## src/rtl/reset_seq.sv

```systemverilog
// System reset controller: merges async reset, clock-good and request sources, stretches,
// then releases NUM_STAGES reset outputs in order; keeps a sticky reset-cause register.
module reset_seq #(
   parameter int STRETCH     = 16777215,
   parameter int STAGE_GAP   = 16,
   parameter int NUM_STAGES  = 2,
   parameter int NUM_SRC     = 2,
   parameter int SYNC_STAGES = 2
) (
   input  logic                  clk_in,
   input  logic                  rst_in_n,
   input  logic                  clk_ok,
   input  logic [NUM_SRC-1:0]    src_req,
   input  logic                  cause_clr,
   output logic [NUM_STAGES-1:0] rst_out,
   output logic [NUM_STAGES-1:0] rst_out_n,
   output logic [NUM_SRC+1:0]    cause,
   output logic                  busy
);

   localparam int CMAX = (STRETCH > STAGE_GAP) ? STRETCH : STAGE_GAP;
   localparam int CW   = (CMAX > 1) ? $clog2(CMAX) : 1;
   localparam int KW   = (NUM_STAGES > 1) ? $clog2(NUM_STAGES) : 1;
   localparam logic [CW-1:0] STRETCH_END = CW'(STRETCH - 1);
   localparam logic [CW-1:0] GAP_END     = CW'(STAGE_GAP - 1);
   localparam logic [KW-1:0] K_LAST      = KW'(NUM_STAGES - 1);

   typedef enum logic [1:0] {
      ST_HOLD,
      ST_STRETCH,
      ST_SEQ,
      ST_RUN
   } state_t;

   logic [SYNC_STAGES-1:0]              rel_sync;
   logic [SYNC_STAGES-1:0]              ok_sync;
   logic [SYNC_STAGES-1:0][NUM_SRC-1:0] req_sync;

   logic               rel_s;
   logic               ok_s;
   logic [NUM_SRC-1:0] req_s;
   logic               trigger;

   state_t                  state, state_nxt;
   logic [CW-1:0]           cnt, cnt_nxt;
   logic [KW-1:0]           k, k_nxt;
   logic [NUM_STAGES-1:0]   rst_nxt;
   logic [NUM_SRC+1:0]      cause_nxt;

   // clk_ok sync resets high so a reset by rst_in_n is not also logged as a clock loss
   always_ff @(posedge clk_in or negedge rst_in_n) begin
      if (!rst_in_n) begin
         rel_sync <= '0;
         ok_sync  <= '1;
         req_sync <= '0;
      end else begin
         rel_sync <= {rel_sync[SYNC_STAGES-2:0], 1'b1};
         ok_sync  <= {ok_sync[SYNC_STAGES-2:0], clk_ok};
         req_sync <= {req_sync[SYNC_STAGES-2:0], src_req};
      end
   end

   assign rel_s   = rel_sync[SYNC_STAGES-1];
   assign ok_s    = ok_sync[SYNC_STAGES-1];
   assign req_s   = req_sync[SYNC_STAGES-1];
   assign trigger = !rel_s || !ok_s || (|req_s);

   always_comb begin
      state_nxt = state;
      cnt_nxt   = cnt;
      k_nxt     = k;
      rst_nxt   = rst_out;
      if (trigger) begin
         state_nxt = ST_HOLD;
         cnt_nxt   = '0;
         k_nxt     = '0;
         rst_nxt   = '1;
      end else begin
         case (state)
            ST_HOLD: begin
               state_nxt = ST_STRETCH;
               cnt_nxt   = '0;
               rst_nxt   = '1;
            end
            ST_STRETCH: begin
               if (cnt == STRETCH_END) begin
                  cnt_nxt    = '0;
                  k_nxt      = KW'(1);
                  rst_nxt[0] = 1'b0;
                  state_nxt  = (NUM_STAGES == 1) ? ST_RUN : ST_SEQ;
               end else begin
                  cnt_nxt = cnt + CW'(1);
               end
            end
            ST_SEQ: begin
               if (cnt == GAP_END) begin
                  cnt_nxt    = '0;
                  rst_nxt[k] = 1'b0;
                  k_nxt      = k + KW'(1);
                  if (k == K_LAST) state_nxt = ST_RUN;
               end else begin
                  cnt_nxt = cnt + CW'(1);
               end
            end
            default: rst_nxt = '0;
         endcase
      end
   end

   always_ff @(posedge clk_in or negedge rst_in_n) begin
      if (!rst_in_n) begin
         state     <= ST_HOLD;
         cnt       <= '0;
         k         <= '0;
         rst_out   <= '1;
         rst_out_n <= '0;
         busy      <= 1'b1;
      end else begin
         state     <= state_nxt;
         cnt       <= cnt_nxt;
         k         <= k_nxt;
         rst_out   <= rst_nxt;
         rst_out_n <= ~rst_nxt;
         busy      <= (state_nxt != ST_RUN);
      end
   end

   // A new cause on the same edge as a clear survives the clear
   always_comb begin
      cause_nxt = cause_clr ? '0 : cause;
      cause_nxt = cause_nxt | {req_s, !ok_s, 1'b0};
   end

   always_ff @(posedge clk_in or negedge rst_in_n) begin
      if (!rst_in_n) cause <= {{(NUM_SRC+1){1'b0}}, 1'b1};
      else           cause <= cause_nxt;
   end

endmodule

```

## config.mk

```make
export PLATFORM = sky130hd
export DESIGN_NAME = reset_seq
export DESIGN_NICKNAME = d
export VERILOG_FILES = /design/src/rtl/reset_seq.sv
export SDC_FILE = /design/constraint.sdc
export NUM_CORES = 1
export LEC_CHECK = 0
export ABC_CLOCK_PERIOD_IN_PS = 2350
export BUFFER_PORTS_ARGS = -buffer_cell sky130_fd_sc_hd__buf_2
export CAP_MARGIN = 15
export CELL_PAD_IN_SITES_DETAIL_PLACEMENT = 0
export CELL_PAD_IN_SITES_GLOBAL_PLACEMENT = 1
export CORE_UTILIZATION = 47
export CTS_CLUSTER_SIZE = 28
export DETAILED_ROUTE_END_ITERATION = 10
export PLACE_DENSITY_LB_ADDON = 0.3
export SLEW_MARGIN = 20
export SYNTH_ARGS = -nofsm -noshare
export SYNTH_HDL_FRONTEND = slang
export SYNTH_SLANG_ARGS = --single-unit
export TNS_END_PERCENT = 20
```

## constraint.sdc

```tcl
create_clock -name clk_in -period 2.35 [get_ports clk_in]
set_input_delay 0.47 -clock clk_in [delete_from_list [all_inputs] [get_ports clk_in]]
set_output_delay 0.47 -clock clk_in [all_outputs]
set_load 0.05 [all_outputs]
```

**Yosys cells after proc, flatten, opt, wreduce, memory -nomap -nowiden**

Cells that the tools add are included.

- Flip-flop bits (word level): 44
- Logic and storage cells: 57
- Output and inout bits: 9
- Input bits: 6

- Eq/ne operators: 7
- $add $sub $neg: 2
- Bitwise operators: 4
- Reductions and logical operators: 10
- Mux-type cells: 21
- $lt $le $gt $ge: 2

Operator list:

| cell | count |
|---|---|
| $mux 24 | 3 |
| $pmux 24 s3 | 1 |
| $add 24x1->24 const B | 1 |
| $eq 24x24->1 const B | 1 |
| $eq 24x4->1 const B | 1 |
| $mux 2 | 6 |
| $ne 3x3->1 const B | 2 |
| $pmux 1 s3 | 2 |
| $pmux 2 s3 | 1 |
| $mux 1 | 5 |
| $mux 4 | 1 |
| $not 2->2 | 2 |
| $or 4x4->4 | 1 |
| $reduce_bool 4->1 | 1 |
| $reduce_and 3->1 | 1 |
| $reduce_bool 3->1 | 1 |
| $and 2x2->2 | 1 |
| $eq 2x1->1 const B | 1 |
| $eq 2x2->1 const B | 1 |
| $logic_not 1->1 | 2 |
| $logic_not 2->1 | 1 |
| $logic_or 1x1->1 | 2 |
| $lt 1x2->1 const B | 1 |
| $ne 2x2->1 const B | 1 |
| 6 further kinds | 6 |

**Depth between registers and ports, before layout**

Gate-level depths: netlist of run 1.

- Depth in word-level cells: 10
- Gate-level depth with buffers: 9
- Gate-level depth less buffers: 7

**Least setup slack after synthesis of run 1**

OpenSTA, ideal clock, no wires.

- Path kind: reg2reg
- Start: reg state[0]
- End: reg cnt[12]
- Cell stages (with the launch flop): 9
- Clock period less this slack: 2.113 ns
- Required time: 2.231 ns
- Path slack: 0.237 ns
- Arrival time: 1.994 ns
- Path buffers: 2
- Setup time: 0.119 ns
- Path through: dfrtp_1 > inv_1 > ha_1 > clkbuf_1 > nor4_1 > clkbuf_1 > nor4_1 > xnor2_1 > nor2_1

- Cells in the longest elaborated chain, start to end: 3
- Elaborated cells between the ends (all ways): 6
- Those cells by class: 2 x eq/ne; 2 x mux; 2 x reduce/logical

RTL lines:

| what | RTL line | RTL |
|---|---|---|
| start, declared | 44 | `state_t state, state_nxt;` |
| start signal, assigned | 119 | `state <= state_nxt;` |
| $eq 2x2->1, or another cell as far along | 79 | `case (state)` |
| $pmux 24 s3 | 79 |  |
| $mux 24 | 73 | `if (trigger) begin` |
| end signal, assigned | 120 | `cnt <= cnt_nxt;` |
| end, declared | 45 | `logic [CW-1:0] cnt, cnt_nxt;` |

Several ways; a longest one is shown, not always the timed one.
A chain may end at the register's enable or synchronous reset.

**Final worst setup path of run 1**

- Start: reg state[0]
- End: reg cnt[7]

The elaborated chain is that of the path after synthesis.

==> metrics.md, run 1 <==
| Metric | Value |
|---|---|
| Multi-input logic area | 1000 µm² |
| Gpl congestion | 0.825 |
| Skew final | 6.80 ps |
| Outcome | complete, no violations |
| Crit start category | flip-flop |
| Post-synth top flop | dfrtp_1 |
| Synth Warn # | 0 |
| I/O Buffers | 14 |
| Critical Path Most Common Cell | nor2_1 |
| Crit path DAT | 2260 ps |
| EDFF count, synth | 0 |
| Commonest non-fill, non-tap cells in the layout | dfrtp_1 (38), nor2_1 (33), nand2_1 (17), xnor2_1 (14), buf_2 (14) |
| Largest net degree at the start of global routing | 45 |
| Top Ports | 15 |
| Leak pwr | 0.998 nW |
| # Post-CTS Setup Buffers | 0 |
| Synth area leader | dfrtp_1 |
| Worst-margin pin slew | 531 ps |
| Die Area | 4950 µm² |
| Remaining DRCs | 0 |
| Syn_area_per_cell | 10.1 µm² |
| CTS clock-pin slew for the worst setup and hold paths | 90 ps |
| Die width | 70.4 µm |
| Post-synthesis cell type count | 45 |
| Crit path largest cell delay | 420 ps |
| Sequential-to-total area share from yosys stat | 0.504 |
| CP Class | flip-flop to flip-flop |
| Met3 WL post-DR | 114 µm |
| Routed len/inst | 13.3 µm |
| Vias post-DR | 1,587 |
| Syn-to-layout area delta | 12.6% |
| Asr flop ratio synth | 1.00 |
| RSZ-0062 raised after global routing | false |
| Critical-path top delay cell | dfrtp_1 |
| Synth Cell Area | 2200 µm² |
| Fin. max-slew vios | 0 |
| Crit end category | flip-flop |
| Max VDD drop | 0.445 mV |
| CTS Hold Buffers Added | 0 |
| Core Region | 4410 µm² |
| Slew headroom | 0.646 |
| CTS root buf | clkbuf_8 |
| Total wire length | 3920 µm |
| Hold Vio Cnt, Final | 0 |
| Critical path required time | 2540 ps |
| Vias per Instance | 5.40 |
| Min Tclk post-route | 2080 ps |
| Max layer used | met4 |
| Setup TNS | 0 ps |
| Cell Chain, Critical Path | inv_1, ha_1, nor4_2, buf_4, nor2_1, and4_1, xnor2_1, nor2_1 |
| Initial Util | 0.498 |
| Fin nets | 254 |
| Rows | 24 |
| Pre-CTS WS | 219 ps |
| Share of Yosys cell area claimed by the top area cell type | 0.433 |
| Syn Nets | 230 |
| Diode count | 0 |
| Die Span Y | 70.4 µm |
| Fraction of layout cells with a size suffix above 1 | 0.194 |
| TritonCTS sink count | 44 |
| Post-Syn Instances | 217 |
| Remaining Overflow, GRT | 0 |
| H-tree Lvls | 2 |
| Worst Hold Class | primary input to async pin |
| WL met2 | 1730 µm |
| Max clock buf depth | 2 |
| Vias in the first global route | 1,443 |
| Final worst slack | 274 ps |
| Critical-path maximum fanout | 14 |
| Setup violators final | 0 |
| Final ANT Viol Nets | 0 |
| Pre-Repair DR Iteration Count | 4 |
| Clock latency on the worst-skew pair | 300 ps |
| Yosys reg bits | 44 |
| CTS tree | built |
| Initial antenna violation count | 0 |
| FMAX | 0.482 GHz |
| Total GRT Usage | 0.179 |
| DRT iter0 DRCs | 60 |
| Tcrit/Tclk final | 0.883 |
| Largest cells by area after synthesis | dfrtp_1 (43%), dfstp_2 (7.2%), nor2_1 (5.6%) |
| Hpwl dp | 2810 µm |
| Cell area power density | 570 nW/µm² |
| Max_cap viols | 0 |
| CTS Buf Count | 5 |
| Global-route wire length before repair | 6790 µm |
| Reg area | 1110 µm² |
| Met1 WL | 2020 µm |
| Most common cell after layout, fill and taps aside | dfrtp_1 |
| Filler cells | 378 |
## stage by stage
step | hold slack [ps] | instances | power [mW] | area, µm² | util
final | 227 | 294 | 1.41 | 2480 | 0.561
after global routing | 230 | 294 | 1.47 | 2480 | 0.561
after CTS | 241 | 294 | 1.43 | 2480 | 0.561
after detailed placement | 342 | 286 | 0.844 | 2360 | 0.535
after global placement | 332 | 286 | 0.843 | 2360 | 0.535
after floorplan | 174 | 217 | 0.814 | 2200 | -
## final cells by class
type	instances	share of cell area
Clock buffer	5	0.0278
Clock inverter	3	0.0187
Inverter	12	0.0182
Multi-Input combinational cell	155	0.406
Sequential cell	44	0.448
Tap cell	52	0.0263
Timing Repair Buffer	23	0.0556
## per-layer routing
layer	GRT usage	vias to the layer above
met4	0.0733	0
li1	-	811
met1	0.250	749
met3	0.0476	6
met2	0.262	21
met5	0	-
## state kept, by name, indices dropped and copies added (netlist names)
| signal | flops |
|---|---|
| busy | 1 |
| cause | 4 |
| cnt | 24 |
| k | 1 |
| ok_sync | 2 |
| rel_sync | 2 |
| req_s | 2 |
| req_sync | 2 |
| rst_out | 2 |
| rst_out_n | 2 |
| state | 2 |
## cell families (layout without fill, tap and decap cells)
logic type	count (synthesis)	count (layout)	synth area share
compound gates	34	34	0.110
xor+xnor	16	16	0.0637
fa+ha+maj	7	7	0.0398
buf+inv	18	43	0.0415
flops	44	44	0.504
mux	1	1	0.00455
other cells	1	1	0.00171
simple gates	96	96	0.234
## critical path: cells and delay by family (launching register included)
| kind | cells | cell delay (ps) |
|---|---|---|
| xor+xnor | 1 | 160 |
| fa+ha+maj | 1 | 260 |
| buf+inv | 2 | 360 |
| flops | 1 | 420 |
| simple gates | 4 | 760 |
## power by group
group | internal [mW] | switching, mW
Clock | 0.320 | 0.265
Sequential | 0.769 | 0.00583
Combinational | 0.0138 | 0.0379
Total | 1.10 | 0.309
## path summary, 6_finish.rpt
kind	from	end	slack, ps	depth (start not counted)
setup / recovery	state[0]$_DFF_PN0_	cnt[7]$_DFFE_PN0P_	270	8
hold / removal	rst_in_n	state[0]$_DFF_PN0_	230	2
setup reg to reg	state[0]$_DFF_PN0_	cnt[7]$_DFFE_PN0P_	270	8
hold reg to reg	rel_sync[0]$_DFF_PN0_	rel_sync[1]$_DFF_PN0_	360	0
max in group asynchronous	rst_in_n	ok_sync[1]$_DFF_PN1_	1750	2
min in group clk_in	clk_ok	ok_sync[0]$_DFF_PN1_	260	1
## synthesized netlist by cell type, types with 2 or more instances
master     n
dfrtp_1   38
nor2_1    33
nand2_1   17
xnor2_1   14
o21ai_0   13
inv_1     12
nand3_1    9
nor4_1     8
ha_1       7
dfstp_2    6
nand4_1    5
nor3_1     5
a21o_1     4
a211oi_1   3
a21oi_1    3
and3_1     3
nor2b_1    3
a211o_1    2
and4_4     2
clkbuf_1   2
nor3_2     2
o31ai_1    2
xor2_1     2
## what timing repair did
item,4_1_cts,5_1_grt
endpoints found under the hold margin,0,0
gates resized for setup,0,1
setup endpoints to repair,0,18
(Power assumes the default switching activity.)
==> run 2: changes to the inputs <==
--- a/config.mk
+++ b/config.mk
@@ -5,12 +5,13 @@
 export SDC_FILE = /design/constraint.sdc
 export NUM_CORES = 1
 export LEC_CHECK = 0
+export ABC_AREA = 1
 export ABC_CLOCK_PERIOD_IN_PS = 2350
 export BUFFER_PORTS_ARGS = -buffer_cell sky130_fd_sc_hd__buf_2
 export CAP_MARGIN = 15
 export CELL_PAD_IN_SITES_DETAIL_PLACEMENT = 0
 export CELL_PAD_IN_SITES_GLOBAL_PLACEMENT = 1
-export CORE_UTILIZATION = 47
+export CORE_UTILIZATION = 45
 export CTS_CLUSTER_SIZE = 28
 export DETAILED_ROUTE_END_ITERATION = 10
 export PLACE_DENSITY_LB_ADDON = 0.3
==> metrics.md, run 2 <==
| Metric | Value |
|---|---|
| Outcome | complete, no violations (unchanged) |
| Final Power | 1.44 mW (was 1.41 mW) |
| Count leader, synth | nand2_1 (was dfrtp_1) |
| Fin nets | 357 (was 254) |
| Largest cells by area after synthesis | dfrtp_1 (39%), nand2_1 (11%), nor2_1 (8.3%) (was dfrtp_1 (43%), dfstp_2 (7.2%), nor2_1 (5.6%)) |
| Remaining Overflow, GRT | 0 (unchanged) |
| Syn Nets | 334 (was 230) |
| DRT iter0 DRCs | 92 (was 60) |
| Finished layout cell area | 2750 µm² (was 2480 µm²) |
| Post-synthesis mux area share | 0 (was 0.00455) |
| Crit start category | flip-flop (unchanged) |
| Die Area | 5760 µm² (was 4950 µm²) |
| Synth Cell Area | 2460 µm² (was 2200 µm²) |
| Critical path required time | 2590 ps (was 2540 ps) |
| Tcrit/Tclk final | 0.820 (was 0.883) |
| Total GRT Usage | 0.218 (was 0.179) |
| Share of Yosys cell area claimed by the top area cell type | 0.387 (was 0.433) |
| Crit path DAT | 2170 ps (was 2260 ps) |
| Post-synth top cells | nand2_1 (75), nor2_1 (54), inv_1 (41), dfrtp_1 (38), nand3_1 (24) (was dfrtp_1 (38), nor2_1 (33), nand2_1 (17), xnor2_1 (14), o21ai_0 (13)) |
| Initial antenna violation count | 0 (unchanged) |
| TritonCTS sink count | 44 (unchanged) |
| Vias post-DR | 2,033 (was 1,587) |
| CTS root buf | clkbuf_8 (unchanged) |
| Final ANT Viol Nets | 0 (unchanged) |
| Core Region | 5170 µm² (was 4410 µm²) |
| Cell area power density | 524 nW/µm² (was 570 nW/µm²) |
| Post-Place Cell Area | 2630 µm² (was 2360 µm²) |
| Pre-CTS WS | 456 ps (was 219 ps) |
| Clock power share | 0.423 (was 0.414) |
| Critical-path maximum fanout | 5 (was 14) |
| Total wire length | 5410 µm (was 3920 µm) |
| Synth Warn # | 0 (unchanged) |
| Setup TNS | 0 ps (unchanged) |
| Vias per Instance | 4.90 (was 5.40) |
| Sequential-to-total area share from yosys stat | 0.451 (was 0.504) |
| Fin cells | 415 (was 294) |
| Commonest non-fill, non-tap cells in the layout | nand2_1 (75), nor2_1 (54), inv_1 (41), dfrtp_1 (38), nand3_1 (24) (was dfrtp_1 (38), nor2_1 (33), nand2_1 (17), xnor2_1 (14), buf_2 (14)) |
| Initial Util | 0.475 (was 0.498) |
| Largest regs | cnt (24), cause (4) (unchanged) |
| Net Sw Frac | 0.233 (was 0.219) |
| NetSw | 0.336 mW (was 0.309 mW) |
| Main combinational cell family by area after synthesis | simple AND/OR/NAND/NOR gates (unchanged) |
| Reg with most FFs | cnt (unchanged) |
| Slew headroom | 0.631 (was 0.646) |
| Final worst slack | 422 ps (was 274 ps) |
| Max VDD drop | 0.349 mV (was 0.445 mV) |
| Synth area leader | dfrtp_1 (unchanged) |
| Cts repair resizes | 0 (unchanged) |
| Post-synthesis cell type count | 31 (was 45) |
| Remaining DRCs | 0 (unchanged) |
| CTS Buf Count | 5 (unchanged) |
| Hpwl dp | 4030 µm (was 2810 µm) |
| H-tree Lvls | 2 (unchanged) |
| Synth Area in Compound Gates | 0.0662 (was 0.110) |
| Fraction of layout cells with a size suffix above 1 | 0.145 (was 0.194) |
| Fin. max-slew vios | 0 (unchanged) |
| Skew final | 6.24 ps (was 6.80 ps) |
| Min Tclk post-route | 1930 ps (was 2080 ps) |
| Reg power frac | 0.539 (was 0.549) |
| Filler cells | 512 (was 378) |
| Post-Synth Adder-Cell Area | 0.0357 (was 0.0398) |
| # Post-CTS Setup Buffers | 0 (unchanged) |
| Gate power share | 0.039 (was 0.037) |
| Die width | 75.9 µm (was 70.4 µm) |
| CP Class | flip-flop to flip-flop (unchanged) |
| Global-route wire length before repair | 9070 µm (was 6790 µm) |
| Worst-margin pin slew | 553 ps (was 531 ps) |
| Leak pwr | 1.20 nW (was 0.998 nW) |
| Syn_area_per_cell | 7.65 µm² (was 10.1 µm²) |
| Max FFs per register | 24 (unchanged) |
| Post-Syn Instances | 321 (was 217) |
| Clock latency on the worst-skew pair | 310 ps (was 300 ps) |
| Crit end category | flip-flop (unchanged) |
| FMAX | 0.519 GHz (was 0.482 GHz) |
| Worst Hold Class | primary input to async pin (unchanged) |
| CTS Hold Buffers Added | 0 (unchanged) |
| Simple-gate area share of the yosys netlist | 0.341 (was 0.234) |
| EDFF count, synth | 0 (unchanged) |
| Setup violators final | 0 (unchanged) |
| Pre-Repair DR Iteration Count | 4 (unchanged) |
| Rows | 26 (was 24) |
| CTS tree | built (unchanged) |
| Vias in the first global route | 1,905 (was 1,443) |
| Internal power | 1.10 mW (about the same) |
| Top Ports | 15 (unchanged) |
| Yosys reg bits | 44 (unchanged) |
| Max_cap viols | 0 (unchanged) |
| I/O Buffers | 14 (unchanged) |
| Routed len/inst | 13.0 µm (was 13.3 µm) |
| Hold Vio Cnt, Final | 0 (unchanged) |
| Syn-to-layout area delta | 11.9% (was 12.6%) |
| Diode count | 0 (unchanged) |
| CTS clock-pin slew for the worst setup and hold paths | 90 ps (about the same) |
| Max clock buf depth | 2 (unchanged) |
| Gpl congestion | 0.850 (was 0.825) |
| RSZ-0062 raised after global routing | false (unchanged) |
| Die Span Y | 75.9 µm (was 70.4 µm) |
| Post-Place Cells | 407 (was 286) |
| Most common cell after layout, fill and taps aside | nand2_1 (was dfrtp_1) |
| Post-synth top flop | dfrtp_1 (unchanged) |
| R2R Setup Slk | 420 ps (was 270 ps) |
| Asr flop ratio synth | 1.00 (unchanged) |
| Xor/xnor share of the synthesized area | 0.0321 (was 0.0637) |
| Largest net degree at the start of global routing | 45 (unchanged) |
-- run 2: layout make-up --
| class | count | area [µm²] | share of cell area |
|---|---|---|---|
| clock buffer | 5 | 68.8 | 0.0250 |
| clock inverter | 3 | 47.5 | 0.0173 |
| inverter | 42 | 158 | 0.0574 |
| multi-input combinational | 232 | 1170 | 0.426 |
| sequential | 44 | 1110 | 0.403 |
| tap | 70 | 87.6 | 0.0319 |
| timing repair buffer | 19 | 108 | 0.0392 |
-- run 2: metrics by stage --
step	hold WS (ps)	util
final	219	0.531
after global routing	240	0.531
after CTS	249	0.531
after detailed placement	336	0.509
after global placement	332	0.509
after floorplan	174	-
-- run 2: metal layers --
layer | vias up | GRT usage | part of all wire
met3 | 9 | 0.0437 | 0.042
met4 | 0 | 0.0823 | 0.016
li1 | 1060 | - | -
met1 | 934 | 0.315 | 0.50
met5 | - | 0 | 0
met2 | 30 | 0.323 | 0.44
-- run 2: cells by family after synthesis --
group	Yosys count
adders and majority gates	7
xor gates and xnor gates	9
buffers and inverters	45
AOI/OAI and AO/OA	28
DFF	44
and+or+nand+nor	187
other	1
-- run 2: power by group through the flow --
stage	clock network, mW	logic (mW)	registers [mW]
2_1_floorplan	0	0.0142	0.802
3_3_place_gp	0	0.0569	0.789
3_5_place_dp	0	0.0571	0.789
4_1_cts	0.622	0.0574	0.775
5_1_grt	0.657	0.0626	0.777
6_report	0.608	0.0555	0.775
-- run 2: final timing paths --
check / cells after the start / startpoint / endpoint
worst max-delay path: 10 / state[0]$_DFF_PN0_ / cnt[19]$_DFFE_PN0P_
worst min-delay path: 2 / rst_in_n / cnt[22]$_DFFE_PN0P_
worst max register to register: 10 / state[0]$_DFF_PN0_ / cnt[19]$_DFFE_PN0P_
worst min register to register: 0 / req_sync[1]$_DFF_PN0_ / req_s[1]$_DFF_PN0_
max in group asynchronous: 2 / rst_in_n / ok_sync[0]$_DFF_PN1_
min in group clk_in: 1 / clk_ok / ok_sync[0]$_DFF_PN1_
-- run 2: worst max-delay path: stages, from the launching register on --
cell,delay (ps)
dfrtp_1,430
inv_1,150
ha_1,290
nor2_2,80
nand2_1,100
nor2_2,70
nor2_1,290
nand2_1,150
o21bai_1,140
nand2_1,60
nor2_1,100
